===== config.mk =====
export PLATFORM = sky130hd
export DESIGN_NAME = q78_arith
export DESIGN_NICKNAME = d
export VERILOG_FILES = /design/src/rtl/q78_arith.sv
export SDC_FILE = /design/constraint.sdc
export NUM_CORES = 1
export LEC_CHECK = 0
export BUFFER_PORTS_ARGS = -buffer_cell sky130_fd_sc_hd__buf_2
export CORE_MARGIN = 2
export CORE_UTILIZATION = 40
export DETAILED_ROUTE_END_ITERATION = 7
export SYNTH_ARGS = -nofsm -noshare
export SYNTH_HDL_FRONTEND = slang
export SYNTH_SLANG_ARGS = --single-unit

===== constraint.sdc =====
create_clock -name clk -period 11.2 [get_ports clk]
set_input_delay 2.24 -clock clk [delete_from_list [all_inputs] [get_ports clk]]
set_output_delay 2.24 -clock clk [all_outputs]
set_load 0.02 [all_outputs]

===== src/rtl/q78_arith.sv =====
// q78_arith: signed Q7.8 multiply and add with optional saturation/rounding, registered copies and sticky overflow flags.
module q78_arith #(
  parameter int SATURATE = 1,
  parameter int ROUND = 1
) (
  input  logic        clk,
  input  logic        rst,
  input  logic        in_valid,
  input  logic [15:0] mul_a,
  input  logic [15:0] mul_b,
  input  logic [15:0] add_a,
  input  logic [15:0] add_b,
  input  logic        clr_sticky,
  output logic [15:0] mul_p,
  output logic [15:0] add_s,
  output logic        mul_ovf,
  output logic        add_ovf,
  output logic [15:0] mul_q,
  output logic [15:0] add_q,
  output logic        out_valid,
  output logic        mul_ovf_sticky,
  output logic        add_ovf_sticky
);
  logic signed [31:0] prod, rnd, sh;
  logic        [16:0] sum;
  always_comb begin
    prod = $signed(mul_a) * $signed(mul_b);
    rnd = prod + ((ROUND != 0) ? 32'sd128 : 32'sd0);
    sh = rnd >>> 8;
    mul_ovf = !((&sh[31:15]) || !(|sh[31:15]));
    mul_p = (SATURATE != 0 && mul_ovf) ? (sh[31] ? 16'h8000 : 16'h7fff) : sh[15:0];
    sum = {add_a[15], add_a} + {add_b[15], add_b};
    add_ovf = sum[16] ^ sum[15];
    add_s = (SATURATE != 0 && add_ovf) ? (sum[16] ? 16'h8000 : 16'h7fff) : sum[15:0];
  end
  // set beats clear so an overflow captured on a clearing edge is never lost
  always_ff @(posedge clk) begin
    if (rst) begin
      mul_q <= '0;
      add_q <= '0;
      out_valid <= 1'b0;
      mul_ovf_sticky <= 1'b0;
      add_ovf_sticky <= 1'b0;
    end else begin
      out_valid <= in_valid;
      if (in_valid) begin
        mul_q <= mul_p;
        add_q <= add_s;
      end
      mul_ovf_sticky <= (in_valid && mul_ovf) || (mul_ovf_sticky && !clr_sticky);
      add_ovf_sticky <= (in_valid && add_ovf) || (add_ovf_sticky && !clr_sticky);
    end
  end
endmodule


==> flow_summary.yaml <==
synthesis:
  synthSimpleGateAreaFrac_pct: 17.1
  syn_nets: 1837
  avgSynthCellArea_um2: 8.83
  yosys.area_share.adder_pct: 51.5
  synthesis.area_um2: 12500
  synth_seq_cells: 35
  yosys_warnings: 0
  postSynth.asyncResetShare_pct: 0
  synth_mux_area_share_pct: 0.742
  ys.flop_type: "dfxtp_1"
  seq_area_frac_synth_pct: 5.62
  synth_compound_area_share_pct: 11.0
  syn_inst: 1413
  synth_xor_area_share_pct: 2.87
  ys_types: 73
  synth_top_family_by_area: "adder cells"
  synth_edf_count: 0
route:
  drc: 0
  routedWlPerCell_um: 16.6
  ant_nets: 0
  met1_length_mm: 12.9
  vias: 9939
  wl_met3_um: 683
  dr.pass1.iters: 4
  wl_mm: 32.0
  vias_per_cell: 5.16
  drt-initial-drc-count: 427
  highest_layer: "met4"
  wl_met2_mm: 17.6
cells_and_area:
  nFillCells: 3053
  postLayoutCellArea_um2: 13900
  final_cell_mix: "inv_1, fa_1, nand2_1"
  drive_above_1_share_pct: 14.5
  multiInputGateArea_um2: 10500
  nNetsFinal: 1951
  seqCellArea_um2: 701
  area_growth_pct: 11.5
  final_common_cell: "inv_1"
critical_path:
  crit_arrival_ns: 8.72
  start_kind: "primary input"
  end_kind: "primary output"
  crit_required_ns: 8.96
  critPathMaxFanout: 25
  crit_type: "primary input to primary output"
sta:
  clock_skew_ns: 0
  whs_ns: 0.445
  hold_viol: 0
  max_freq_ghz: 0.0912
  relSlewSlack_pct: 17.5
  slew_viol_final: 0
  fin_crit_sh_pct: 97.9
  setup_violations: 0
  fin_crit_ns: 10.96
  timing.setup.tns_ns: 0
  worstMarginPinSlew_ns: 1.23
  rsz0062_at_grt: "true"
job:
  maxCapViolations: 0
clock_network:
  cts_tree: "built"
  cts_root_buf: "clkbuf_16"
  clockBufferDepth: 2
  worst_setup_hold_path_clk_slew_ns: 0.05
  cts_sinks: 35
  htree_levels: 2
  numCtsBuffers: 5
  insertion_delay_ns: 0.28
  post_cts_buffers: 0
die:
  io_pins: 137
  rows: 64
  dieArea_um2: 32600
  die_x_um: 181
  coreArea_um2: 30700
  initial_utilization_pct: 40.7
  fp.dieH_um: 181
status:
  outcome: "complete, no violations"
placed_design:
  dpl_cell_area_um2: 13600
  io_buffers: 136
  gp_congestion: 0.876
  dp_hpwl_mm: 27.1
global_route:
  grt.overflow.total: 0
  antenna_found_initial: 1
  grt_max_degree: 33
  grt_pass1_vias: 10400
  grt_pass1_wl_mm: 52.3
  groute.usage.overall_pct: 19.8
hold_path:
  min_path_type: "register to register"
[worst max-delay path, cell delays in order]
cell	delay (ns)
buf_2	0.23
and2_1	0.21
fa_1	0.55
inv_1	0.06
fa_1	0.48
fa_1	0.52
inv_1	0.06
fa_1	0.50
fa_1	0.49
inv_1	0.05
fa_1	0.47
inv_1	0.04
ha_1	0.30
a211oi_1	0.28
nand2_2	0.17
o41ai_4	0.44
o21ai_4	0.14
a31oi_4	0.19
nand2_1	0.07
a2111oi_1	0.37
nand4b_1	0.16
buf_6	0.21
o22ai_1	0.26
buf_2	0.22
[cells in the mapped netlist, types with 16 or more instances]
| master | number | area, um2 |
|---|---|---|
| a21oi_1 | 29 | 145 |
| and2_1 | 116 | 726 |
| clkbuf_1 | 47 | 176 |
| dfxtp_1 | 35 | 701 |
| fa_1 | 263 | 5270 |
| ha_1 | 93 | 1160 |
| inv_1 | 305 | 1140 |
| nand2_1 | 172 | 646 |
| nor2_1 | 61 | 229 |
| nor3_1 | 16 | 80.1 |
| o21ai_0 | 33 | 165 |
| xnor2_1 | 35 | 307 |
[kinds of logic (layout without fill, tap and decap cells)]
group,count (synthesis),count (layout)
adders and majority gates,356,356
xor gates and xnor gates,40,40
other,0,1
and+or+nand+nor,429,429
AOI/OAI and AO/OA,181,181
muxes,9,9
buffers and inverters,363,478
DFF,35,35
[worst paths after layout]
check | start | endpoint | slack (ns) | cells past startpoint
max | mul_a[8] | mul_p[4] | 0.24 | 24
min | add_q[1] | add_q[1] | 0.45 | 2
max reg2reg | mul_q[9] | mul_q[9] | 10.31 | 3
min reg2reg | add_q[1] | add_q[1] | 0.45 | 2
[cell type report]
class                           instances  area share (%)
Clock buffer                            6           0.999
Multi-Input combinational cell       1015            75.3
Inverter                              306            8.26
Clock inverter                          2           0.252
Antenna cell                            1          0.0180
Tap cell                              396            3.56
Sequential cell                        35            5.04
Timing Repair Buffer                  164            6.56
[per-stage QoR]
| step | std cells | setup slack, ns | util, % |
|---|---|---|---|
| after floorplan | 1413 | 0.122 | - |
| after global placement | 1916 | 0.195 | 44.4 |
| after detailed placement | 1916 | 0.00514 | 44.4 |
| after CTS | 1924 | 0.0841 | 45.0 |
| after global routing | 1925 | -0.0531 | 45.3 |
| final | 1925 | 0.236 | 45.3 |
[state kept, by name (all words and copies together), names as in the netlist]
name,count
add_ovf_sticky,1
out_valid,1
mul_ovf_sticky,1
add_q,16
mul_q,16
[routing by layer]
metal,up-vias,GRT usage [%]
met2,165,37.1
met5,-,0
met4,0,5.61
li1,4608,-
met3,49,1.15
met1,5117,24.5
[repair_timing]
item	in CTS	in global routing
hold endpoints to repair	0	0
pin swaps	0	1
hold buffers	0	0
endpoints found under the setup margin	1	16
gates resized for setup	1	20
Power is not shown: default switching activity piles up to over one toggle a cycle in this logic, so the estimate is an artifact.
